## src/rtl/id_control_unit.sv

```systemverilog
// id_control_unit
//
// Instruction-decode-stage controller. Decodes the IF/ID instruction into the
// sign-extensor mode and the ID/EX control word. It also sequences the front
// end: load-use stalls, taken-branch flushes, debug freeze and a terminal HALT.
//
// Ports
//   i_clk            pipeline clock, all state on the rising edge
//   i_reset_n        asynchronous active-low reset
//   i_enable         debug step enable; 0 freezes all state
//   i_instruction    IF/ID instruction
//   i_branch_taken   branch resolved taken this cycle (flush request)
//   o_extension_mode combinational immediate extension mode (00 sign, 01 zero, 10 upper)
//   o_ex_*           registered ID/EX control bits and rt of the instruction in EX
//   o_pc_write       PC load enable
//   o_if_id_write    IF/ID load enable
//   o_if_id_flush    clear IF/ID to NOP
//   o_halted         controller is in HALT
module id_control_unit #(
    parameter int unsigned BITS_INSTRUCTION = 32,
    parameter int unsigned BITS_REG_ADDR    = 5
) (
    input  logic                        i_clk,
    input  logic                        i_reset_n,
    input  logic                        i_enable,
    input  logic [BITS_INSTRUCTION-1:0] i_instruction,
    input  logic                        i_branch_taken,
    output logic [1:0]                  o_extension_mode,
    output logic                        o_ex_reg_write,
    output logic                        o_ex_mem_read,
    output logic                        o_ex_mem_write,
    output logic                        o_ex_alu_src,
    output logic                        o_ex_reg_dst,
    output logic [BITS_REG_ADDR-1:0]    o_ex_rt,
    output logic                        o_pc_write,
    output logic                        o_if_id_write,
    output logic                        o_if_id_flush,
    output logic                        o_halted
);

    localparam logic [1:0] ExtSign  = 2'b00;
    localparam logic [1:0] ExtZero  = 2'b01;
    localparam logic [1:0] ExtUpper = 2'b10;

    typedef enum logic [0:0] {StRun, StHalt} state_e;

    typedef struct packed {
        logic reg_write;
        logic mem_read;
        logic mem_write;
        logic alu_src;
        logic reg_dst;
    } ctrl_t;

    localparam ctrl_t CtrlBubble = '{default: 1'b0};

    state_e                   state_q, state_d;
    ctrl_t                    ctrl_q, ctrl_d;
    logic [BITS_REG_ADDR-1:0] rt_q, rt_d;

    logic [5:0]               opcode;
    logic [BITS_REG_ADDR-1:0] rs;
    logic [BITS_REG_ADDR-1:0] rt;

    assign opcode = i_instruction[31:26];
    assign rs     = i_instruction[25:21];
    assign rt     = i_instruction[20:16];

    // Opcode classes
    logic is_rtype, is_imm_sign, is_imm_zero, is_lui, is_load, is_store, is_branch, is_halt;

    always_comb begin
        is_rtype    = (opcode == 6'b000000);
        is_imm_sign = (opcode == 6'b001000) || (opcode == 6'b001001) || (opcode == 6'b001010);
        is_imm_zero = (opcode == 6'b001100) || (opcode == 6'b001101) || (opcode == 6'b001110);
        is_lui      = (opcode == 6'b001111);
        is_load     = (opcode[5:2] == 4'b1000) || (opcode == 6'b100100) ||
                      (opcode == 6'b100101) || (opcode == 6'b100111);
        is_store    = (opcode == 6'b101000) || (opcode == 6'b101001) || (opcode == 6'b101011);
        is_branch   = (opcode == 6'b000100) || (opcode == 6'b000101);
        is_halt     = (opcode == 6'b111111);
    end

    always_comb begin
        o_extension_mode = ExtSign;
        if (is_imm_zero) begin
            o_extension_mode = ExtZero;
        end else if (is_lui) begin
            o_extension_mode = ExtUpper;
        end
    end

    // Decoded control word; jumps, branches, HALT and unknown opcodes stay all-zero.
    ctrl_t ctrl_dec;

    always_comb begin
        ctrl_dec = CtrlBubble;
        if (is_rtype) begin
            ctrl_dec.reg_write = 1'b1;
            ctrl_dec.reg_dst   = 1'b1;
        end else if (is_imm_sign || is_imm_zero || is_lui) begin
            ctrl_dec.reg_write = 1'b1;
            ctrl_dec.alu_src   = 1'b1;
        end else if (is_load) begin
            ctrl_dec.reg_write = 1'b1;
            ctrl_dec.mem_read  = 1'b1;
            ctrl_dec.alu_src   = 1'b1;
        end else if (is_store) begin
            ctrl_dec.mem_write = 1'b1;
            ctrl_dec.alu_src   = 1'b1;
        end
    end

    // rt is only a source operand for R-type, stores and branches.
    logic hazard;

    assign hazard = ctrl_q.mem_read && (rt_q != '0) &&
                    ((rt_q == rs) || ((rt_q == rt) && (is_rtype || is_store || is_branch)));

    always_comb begin
        state_d       = state_q;
        ctrl_d        = ctrl_q;
        rt_d          = rt_q;
        o_pc_write    = 1'b1;
        o_if_id_write = 1'b1;
        o_if_id_flush = 1'b0;

        if (!i_enable) begin
            o_pc_write    = 1'b0;
            o_if_id_write = 1'b0;
        end else if (state_q == StHalt) begin
            ctrl_d        = CtrlBubble;
            rt_d          = '0;
            o_pc_write    = 1'b0;
            o_if_id_write = 1'b0;
        end else if (i_branch_taken) begin
            // Flush wins over a stall and discards a HALT sitting in ID.
            ctrl_d        = CtrlBubble;
            rt_d          = '0;
            o_if_id_flush = 1'b1;
        end else if (hazard) begin
            // The bubble clears mem_read in EX, so the stall lasts one cycle.
            ctrl_d        = CtrlBubble;
            rt_d          = '0;
            o_pc_write    = 1'b0;
            o_if_id_write = 1'b0;
        end else begin
            ctrl_d = ctrl_dec;
            rt_d   = rt;
            if (is_halt) begin
                state_d = StHalt;
            end
        end
    end

    always_ff @(posedge i_clk or negedge i_reset_n) begin
        if (!i_reset_n) begin
            state_q <= StRun;
            ctrl_q  <= CtrlBubble;
            rt_q    <= '0;
        end else begin
            state_q <= state_d;
            ctrl_q  <= ctrl_d;
            rt_q    <= rt_d;
        end
    end

    assign o_ex_reg_write = ctrl_q.reg_write;
    assign o_ex_mem_read  = ctrl_q.mem_read;
    assign o_ex_mem_write = ctrl_q.mem_write;
    assign o_ex_alu_src   = ctrl_q.alu_src;
    assign o_ex_reg_dst   = ctrl_q.reg_dst;
    assign o_ex_rt        = rt_q;
    assign o_halted       = (state_q == StHalt);

endmodule

```

## config.mk

```make
export PLATFORM = sky130hd
export DESIGN_NAME = id_control_unit
export DESIGN_NICKNAME = d
export VERILOG_FILES = /design/src/rtl/id_control_unit.sv
export SDC_FILE = /design/constraint.sdc
export NUM_CORES = 1
export LEC_CHECK = 0
export CAP_MARGIN = 20
export CORE_MARGIN = 1
export CORE_UTILIZATION = 25
export CTS_CLUSTER_DIAMETER = 50
export DETAILED_ROUTE_END_ITERATION = 7
export MAX_ROUTING_LAYER = met4
export PLACE_DENSITY = 0.65
export SLEW_MARGIN = 10
export SYNTH_ARGS = -nofsm -noshare
export SYNTH_HDL_FRONTEND = slang
export SYNTH_SLANG_ARGS = --single-unit
export TNS_END_PERCENT = 10
```

## constraint.sdc

```tcl
create_clock -name i_clk -period 2.6 [get_ports i_clk]
set_input_delay 0.52 -clock i_clk [delete_from_list [all_inputs] [get_ports i_clk]]
set_output_delay 0.52 -clock i_clk [all_outputs]
set_load 0.05 [all_outputs]
```

# Word level (Yosys, flattened, before mapping)
# Index checks and enable logic that the tools add are counted.
totals:
  mem_bits_ro: 0
  elab_cells: 75
  regBits: 11
  out_inout_bits: 16
  mem_count: 0
  inputBits: 36
  ramBits: 0
  latch_bits: 0
op_classes:
  div_mod_pow: 0
  n_reduce_logical: 20
  add_sub_neg: 0
  bitwise_logic: 0
  n_lt_le_gt_ge: 0
  mul: 0
  n_eq_ne: 19
  n_mux: 29
  n_shift: 0
op_table:
  columns: ["op", "n"]
  rows:
  - ["== test 6 x 4 -> 1 bit, second input constant", 7]
  - ["== test 6 bit, second input constant", 7]
  - ["two-way mux 5 bit", 6]
  - ["two-way mux 1 bit", 17]
  - ["logical OR 1 bit", 15]
  - ["== test 6 x 3 -> 1 bit, second input constant", 2]
  - ["== test 5 bit", 2]
  - ["two-way mux 2 bit", 5]
  - ["zero test 6 bit", 1]
  - ["nonzero test 5 bit", 1]
  - ["== test 4 bit, second input constant", 1]
  - ["logical AND 1 bit", 3]
  - ["two-way mux 3 bit", 1]

# Depth between registers and ports, before layout
# Gate-level depths: netlist (run 1).
depth:
  depth_word: 12
  ltp_mapped: 8
  depth_no_buf: 5

# Worst setup path after synthesis (run 1)
# No wires, ideal clock.
synth_path:
  path_kind: "reg-to-output"
  from: "reg rt_q[0] (netlist: o_ex_rt[0])"
  to: "out o_pc_write"
  path_stages_with_launch: 8
  setup_slack_ps: -322
  required_ps: 2080
  t_arrival_ps: 2402
  n_path_buf: 2
  cell_sequence: "dfrtp_1 or4_1 o21ai_1 nor4_1 a21oi_2 buf_6 o21a_1 buf_4"
synth_between:
  elab_chain_cells: 8
  elab_cells_between_ends: 11
  classes_between: "2 x eq/ne; 4 x mux; 5 x reduce/logical"
synth_lines:
  columns: ["element", "line_no", "text"]
  rows:
  - ["start, declared", "59", "logic [BITS_REG_ADDR-1:0] rt_q, rt_d;"]
  - ["start signal, assigned", "164", "rt_q <= rt_d;"]
  - ["== test 5 bit", "118", "((rt_q == rs) || ((rt_q == rt) && (is_rtype || is_store || is_branch)));"]
  - ["logical AND 1 bit", "118", null]
  - ["logical OR 1 bit", "118", null]
  - ["logical AND 1 bit (*)", "117", "assign hazard = ctrl_q.mem_read && (rt_q != '0) &&"]
  - ["two-way mux 1 bit (*) (4 in a row)", null, null]
  - ["end, declared", "35", "output logic o_pc_write,"]
# Mark *: on every way between the ends. The rest lies on a longest branch, timed or not.

# Worst setup path after layout (run 1)
layout_path:
  from: "in i_instruction[22]"
  to: "out o_pc_write"
layout_between:
  elab_chain_cells: 7
layout_lines:
  columns: ["element", "line_no", "text"]
  rows:
  - ["start, declared", "26", "input logic [BITS_INSTRUCTION-1:0] i_instruction,"]
  - ["== test 5 bit", "118", null]
  - ["logical OR 1 bit", "118", null]
  - ["logical AND 1 bit", "117", null]
  - ["two-way mux 1 bit", "141", "end else if (hazard) begin"]
  - ["two-way mux 1 bit", "136", "end else if (i_branch_taken) begin"]
  - ["two-way mux 1 bit", "131", "end else if (state_q == StHalt) begin"]
  - ["two-way mux 1 bit", "128", "if (!i_enable) begin"]
# Every way passes these cells.

==> flow_results.org, run 1 <==
** Detailed routing
- Met2 routed wirelength :: 1100 um
- Post-detailed-route DRC marker count :: 0
- Using the TritonRoute via totals, the vias-per-cell ratio works out to 5.25.
- After the first detailed-routing iteration, the DRC count stood at 18.
- Met3 wirelength from detailed routing :: 92 um
- Length of the first detailed-routing pass in iterations :: 4
- Metal1 wirelength :: 990 um
- Drt wl/cell :: 14.3 um
- The final route contains 813 vias.
- Post-route ant nets :: 0
- Top layer in use :: met4
- Summed over all layers, the routed wires come to 2210 um.

** Timing
- On the final layout, the worst clock skew is 0.00315 ns.
- Subtracting the final worst setup slack from the clock period gives 2.57 ns.
- Fmax :: 0.390 GHz
- For the pin with the worst max-slew slack, the measured transition is 0.813 ns.
- Measured against its own limit, the worst slew margin works out to 45.3%.
- Post-Route Hold Slack :: 0.505 ns
- The number of failing hold endpoints at the final stage is 0.
- Number of setup violations in the final report :: 0
- The number of pins exceeding their max-slew limit in the final report came to 0.
- Dividing the final minimum period by the clock period gives 98.7%.

** Power
- Summed over all cells, the static leakage comes to 0.558 nW.
- For this design the ratio of total power to cell area is 412 nW/um^2.
- The worst-case IR drop observed on VDD is 271 uV.

** Clock network
- The longest clock path from root to sink contains 2 buffers.
- After clock tree synthesis, the clock-pin slew on the worst setup and hold paths is 0.07 ns.
- Worst-skew pair later-pin latency :: 0.27 ns
- Clock tree root driver cell :: clkbuf_4
- CTS tree :: done
- CTS saw 11 sinks.
- Clock tree synthesis inserted a total of 3 buffers.
- CTS HTree Levels :: 1

** Cells and area
- Commonest cells after routing, fill and taps aside :: clkdlybuf4s50_1 (26), buf_4 (13), a32o_1 (10)
- Utilization after layout :: 47.5%
- Share of cells above drive strength 1 :: 28.2%
- Compared with the post-synthesis result, the final layout area differs by 78.8%.
- Leading cell type in the layout, fill and taps excluded :: clkdlybuf4s50_1
- The final layout contains 161 nets.
- 0 antenna diodes ended up in the layout.

** Synth
- Counting every instance in the synthesized netlist gives 78.
- When the netlist entered floorplanning its net count stood at 114.
- Sequential cells were found to cover 37.2% of the synthesized design area.
- After synthesis the netlist holds a flip-flop and latch count of 11.
- After synthesis, the netlist uses 32 different library cells.
- Number of enable flip-flop cells after synthesis :: 0
- Syn Std Cell Area :: 739 sq um
- For this run, asynchronously set or reset flops after synthesis account for 100%.
- Number of warnings printed during yosys synthesis :: 0
- Prevailing post-synth register cell :: dfrtp_1
- Mean instance size in the synthesized netlist :: 9.48 sq um

** GRT
- The first global-routing pass estimated 3310 um of wire.
- Global routing used 13.9% of the available tracks across all layers.
- The via count of the first global-routing pass came to 678.
- The initial antenna violation count is 0.
- Entering global routing, the biggest net connects 13 pins.
- Global routing finished with a remaining overflow of 0.

** Worst setup path
- STA classifies the critical path endpoint as an output port.
- For the worst setup path, the data required time is 2.08 ns.
- Kind of critical path :: in -> out
- Data arrives at the worst endpoint at 2.05 ns.
- Highest fanout seen on the critical path :: 2
- The worst setup path is launched from an input pin.

** Floorplanning
- The die is 56.4 um tall.
- Core Footprint :: 2780 sq um
- Die area :: 3180 sq um
- Starting density of the core :: 26.6%
- The die is 56.4 um wide.
- 52 I/O pins were placed.
- Row cnt :: 19

** Placed design
- Buffers on Ports :: 35
- HPWL after DPL :: 1620 um
- Routability congestion estimate from global placement :: 0.773

** Worst hold path
- Tightest Hold Check Type :: reg -> reg

** Status
- Run status :: completed

** Job
- Maxcap violations :: 0
## area by class of cell
class / instances / area [sq um]
inverter: 3 / 11.3
fill: 271 / 1460
tap: 31 / 38.8
clock buffer: 4 / 26.3
timing repair buffer: 48 / 508
multi-input combinational: 58 / 459
sequential: 11 / 279
## worst paths after layout
| kind | from | end | slack (ns) | cells past startpoint |
|---|---|---|---|---|
| setup / recovery | i_instruction[22] | o_pc_write | 0.03 | 7 |
| hold / removal | o_ex_reg_dst | o_ex_reg_dst | 0.51 | 1 |
| setup reg to reg | o_ex_rt[3] | o_ex_mem_write | 0.72 | 6 |
| hold reg to reg | o_ex_reg_dst | o_ex_reg_dst | 0.51 | 1 |
| max in group asynchronous | i_reset_n | o_ex_rt[2] | 1.65 | 1 |
| min in group asynchronous | i_reset_n | o_ex_alu_src | 0.58 | 1 |
## cell families (layout without fill, tap and decap cells)
kind of cell / count (synthesis) / in the layout / synth area share (%)
xor+xnor: 10 / 10 / 11.8
buf+inv: 9 / 55 / 6.77
compound gates: 24 / 24 / 25.2
simple gates: 22 / 22 / 16.1
flops: 11 / 11 / 37.2
mux: 2 / 2 / 2.88
## layer usage
layer / GRT usage (%) / vias to the layer above
met5: - / -
met4: 8.36 / 0
met3: 2.30 / 4
met2: 19.9 / 24
met1: 18.3 / 396
li1: - / 389
## timing repair
item | 4_1_cts | 5_1_grt
resized for setup | 0 | 13
hold buffers | 0 | 0
setup endpoints to repair | 0 | 2
buffers inserted | 0 | 3
## critical path, stage by stage
cell and delay (ns):
clkdlybuf4s50_1 0.47, xnor2_1 0.11, nand3_1 0.12, nor4_2 0.34
a21oi_2 0.09, o21a_4 0.25, buf_12 0.15
## report_power, final
group,switching [mW],internal (mW)
clock network,0.0599,0.0594
registers,0.0137,0.183
logic,0.119,0.110
## stage by stage
step | power [mW] | setup WS, ns | std cells | setup TNS (ns) | instance area [sq um]
after floorplan | 0.315 | 0.0464 | 78 | 0 | 751
after global placement | 0.414 | 0.000277 | 148 | 0 | 1230
after detailed placement | 0.416 | 0.0167 | 148 | 0 | 1230
after CTS | 0.537 | 0.0153 | 152 | 0 | 1250
after global routing | 0.572 | -0.0313 | 155 | -0.0622 | 1320
final | 0.545 | 0.0335 | 155 | 0 | 1320
## flip-flops by register name (all words and copies together) (netlist names)
signal and count:
o_ex_reg_dst 1, o_ex_alu_src 1, o_halted 1, o_ex_mem_read 1
o_ex_mem_write 1, o_ex_reg_write 1, o_ex_rt 5
## cell usage after synthesis, types with 2 or more instances
cell / n / area share [%]
clkbuf_1: 2 / 1.0
nand2_1: 2 / 1.0
xnor2_1: 7 / 8.3
nor4_1: 2 / 1.7
o21ai_1: 2 / 1.4
inv_1: 3 / 1.5
o21ai_0: 4 / 2.7
nor3_1: 5 / 3.4
a21oi_1: 2 / 1.4
dfrtp_1: 11 / 37
xor2_1: 3 / 3.6
buf_4: 2 / 2.0
a32o_1: 10 / 14
nand3_1: 2 / 1.4
nor2_1: 4 / 2.0
No activity file was read; power rests on OpenSTA's default activity.
==> run 2, diff against run 1 <==
==> constraint.sdc (replaced) <==
create_clock -name i_clk -period 3.1 [get_ports i_clk]
set_input_delay 0.62 -clock i_clk [delete_from_list [all_inputs] [get_ports i_clk]]
set_output_delay 0.62 -clock i_clk [all_outputs]
set_load 0.05 [all_outputs]
==> run 2 against run 1 <==
Utilization shrank 5.6 points. Cell count shrank 5.2%. Sequential share of layout area is 2.5 points higher. Wire length fell by 10%. Die area did not move. Critical path type unchanged.
==> flow_results.org, run 2 (synthesis gave the netlist of run 1 again) <==
** Timing
- The number of failing hold endpoints at the final stage was 0 (unchanged).
- Shortest clock period the worst path allows after layout :: 2.97 ns
- The number of pins exceeding their max-slew limit in the final report is 0 (unchanged).
- Number of setup violations in the final report :: 0 (unchanged)
- The aggregate negative setup slack was 0 ns (unchanged).
- The worst path setup slack after routing was 0.130 ns (was 0.0335 ns).
- The largest clock skew in the final design was 0.00412 ns (was 0.00315 ns).
- Slew at the pin closest to its max-slew limit :: 0.751 ns (was 0.813 ns)
- Share of the clock period used by the worst path after layout :: 95.8%
- For this run, the top clock speed supported by timing is 0.337 GHz.
- Post-Route Hold Slack :: 0.490 ns (was 0.505 ns)
- The relative slew slack was 49.5% (was 45.3%).
- Setup repair after global routing left no endpoint under its margin.

** Cells and area
- Share of cells above drive strength 1 :: 12.9% (was 28.2%)
- The count of filler cells inserted in the layout came to 295 (was 271).
- NumNets Final :: 153 (was 161)
- Commonest cells after routing, fill and taps aside :: clkdlybuf4s50_1 (30), dfrtp_1 (11), a32o_1 (10) (was clkdlybuf4s50_1 (26), buf_4 (13), a32o_1 (10))
- The number of flip-flops under the largest register name came to 5 (unchanged).
- The final non-filler cell area is 1170 sq um (was 1320 sq um).
- The area growth from synthesis to final layout was 57.7% (was 78.8%).
- Total inserted antenna cells :: 0 (unchanged)
- Leading cell type in the layout, fill and taps excluded :: clkdlybuf4s50_1 (unchanged)

** Clock network
- The TritonCTS clock tree was done (unchanged).
- CTS HTree Levels :: 1 (unchanged)
- The clock network latency to the later pin of the worst-skew pair is 0.26 ns (was 0.27 ns).
- Clock sinks :: 11 (unchanged)
- The count of buffers added by post-CTS timing repair for setup came to 0 (unchanged).
- The number of buffers added by the clock tree synthesis step is 3 (unchanged).
- Maximum number of buffers from clock root to sink :: 2 (unchanged)
- The count of cells resized by post-cts repair came to 0 (unchanged).
- The clock tree root buffer cell is clkbuf_4 (unchanged).
- Reg clk slew, reported paths :: 0.06 ns (was 0.07 ns)
- Post-CTS Hold Buffers :: 0 (unchanged)

** GRT
- First-pass GRT wire length :: 3090 um (was 3310 um)
- The pin count of the biggest net entering global routing is 14 (was 13).
- Number of global-route vias before repair :: 706 (was 678)
- The sum of overflow across all layers after global routing was 0 (unchanged).
- Global-route usage over all layers :: 12.9% (was 13.9%)
- The initial antenna violation count is 0 (unchanged).

** Detailed routing
- The met2 wire length was 925 um (was 1100 um).
- The total via count in the routed design came to 755 (was 813).
- Met3 wirelength from detailed routing :: 119 um (was 92 um)
- The top routing layer in use was met4 (unchanged).
- Post-route ant nets :: 0 (unchanged)
- Drt wl/cell :: 13.5 um (was 14.3 um)
- Metal1 wirelength :: 892 um (was 990 um)
- Post-detailed-route DRC marker count :: 0 (unchanged)
- The total wirelength of the detailed-routed design was 1980 um (was 2210 um).
- The via count normalized by instance count was 5.14 (was 5.25).
- The number of detailed-route iterations in the first pass came to 4 (unchanged).
- Number of violations reported at the end of detailed-routing iteration 0 :: 8 (was 18)

** Floorplanning
- Row cnt :: 19 (unchanged)
- The die outline area was 3180 sq um (unchanged).
- The initial cell density of the core was 26.6% (unchanged).
- Core Footprint :: 2780 sq um (unchanged)
- Number of I/O pins :: 52 (unchanged)
- Vertical die dimension :: 56.4 um (unchanged)
- X dimension of the die :: 56.4 um (unchanged)

** Status
- Run status :: completed (unchanged)

** Worst setup path
- Highest fanout seen on the critical path :: 6 (was 2)
- Worst Setup End Kind :: output port (unchanged)
- Arrival @ worst endpoint :: 2.35 ns (was 2.05 ns)
- Kind of start point of the critical path :: input pin (unchanged)
- The register-to-register path setup slack is 1.28 ns (was 0.72 ns).
- The required time of the critical path came to 2.48 ns (was 2.08 ns).
- The path type of the worst setup path was in -> out (unchanged).

** Worst hold path
- Tightest Hold Check Type :: reg -> reg (unchanged)

** Placed design
- Post-placement setup slack :: 0.177 ns (was 0.0167 ns)
- The total half-perimeter wirelength after legalization and detailed placement was 1570 um (was 1620 um).
- The placed standard-cell area is 1140 sq um (was 1230 sq um).
- The final weighted congestion of routability-driven global placement is 0.779 (was 0.773).
- Buffers on Ports :: 35 (unchanged)

** Power
- Leak Pwr :: 0.465 nW (was 0.558 nW)
- Largest vdd supply drop :: 170 uV (was 271 uV)
- The total power density per cell area was 364 nW/um^2 (was 412 nW/um^2).

** Job
- The reported max-cap violation count came to 0 (unchanged).
## run 2: worst paths after layout
kind | from | depth (start not counted) | endpoint
max in group asynchronous | i_reset_n | 1 | o_ex_rt[1]
worst max-delay path | i_instruction[27] | 7 | o_pc_write
min in group asynchronous | i_reset_n | 1 | o_ex_rt[4]
worst max register to register | o_ex_rt[0] | 6 | o_ex_reg_dst
worst min-delay path | o_ex_reg_write | 1 | o_ex_reg_write
worst min register to register | o_ex_reg_write | 1 | o_ex_reg_write
## run 2: area by class of cell
class,count,area [sq um],area share [%]
timing repair buffer,40,400,34.3
tap,31,38.8,3.33
clock buffer,4,26.3,2.25
inverter,3,11.3,0.966
sequential,11,275,23.6
multi-input combinational,58,414,35.5
## run 2: critical path, stage by stage
cell	delay [ns]
clkdlybuf4s50_1	0.55
nor2b_1	0.36
or3_1	0.17
a21oi_1	0.07
a21oi_2	0.15
o21a_1	0.25
buf_12	0.17
## run 2: power breakdown
part / switching [mW] / internal (mW)
clock network: 0.0408 / 0.0496
logic: 0.0918 / 0.0776
registers: 0.0121 / 0.153
## run 2: layer usage
layer	vias to the layer above	track usage [%]
li1	375	-
met1	353	15.5
met2	23	19.9
met3	4	2.53
met4	0	8.01
met5	-	-
## run 2: metrics by stage
| step | total power, mW | utilization [%] | instances |
|---|---|---|---|
| 5_1_grt | 0.447 | 41.9 | 147 |
| 6_report | 0.425 | 41.9 | 147 |
| 2_1_floorplan | 0.262 | - | 78 |
| 3_3_place_gp | 0.335 | 41.0 | 143 |
| 4_1_cts | 0.430 | 41.9 | 147 |
| 3_5_place_dp | 0.338 | 41.0 | 143 |
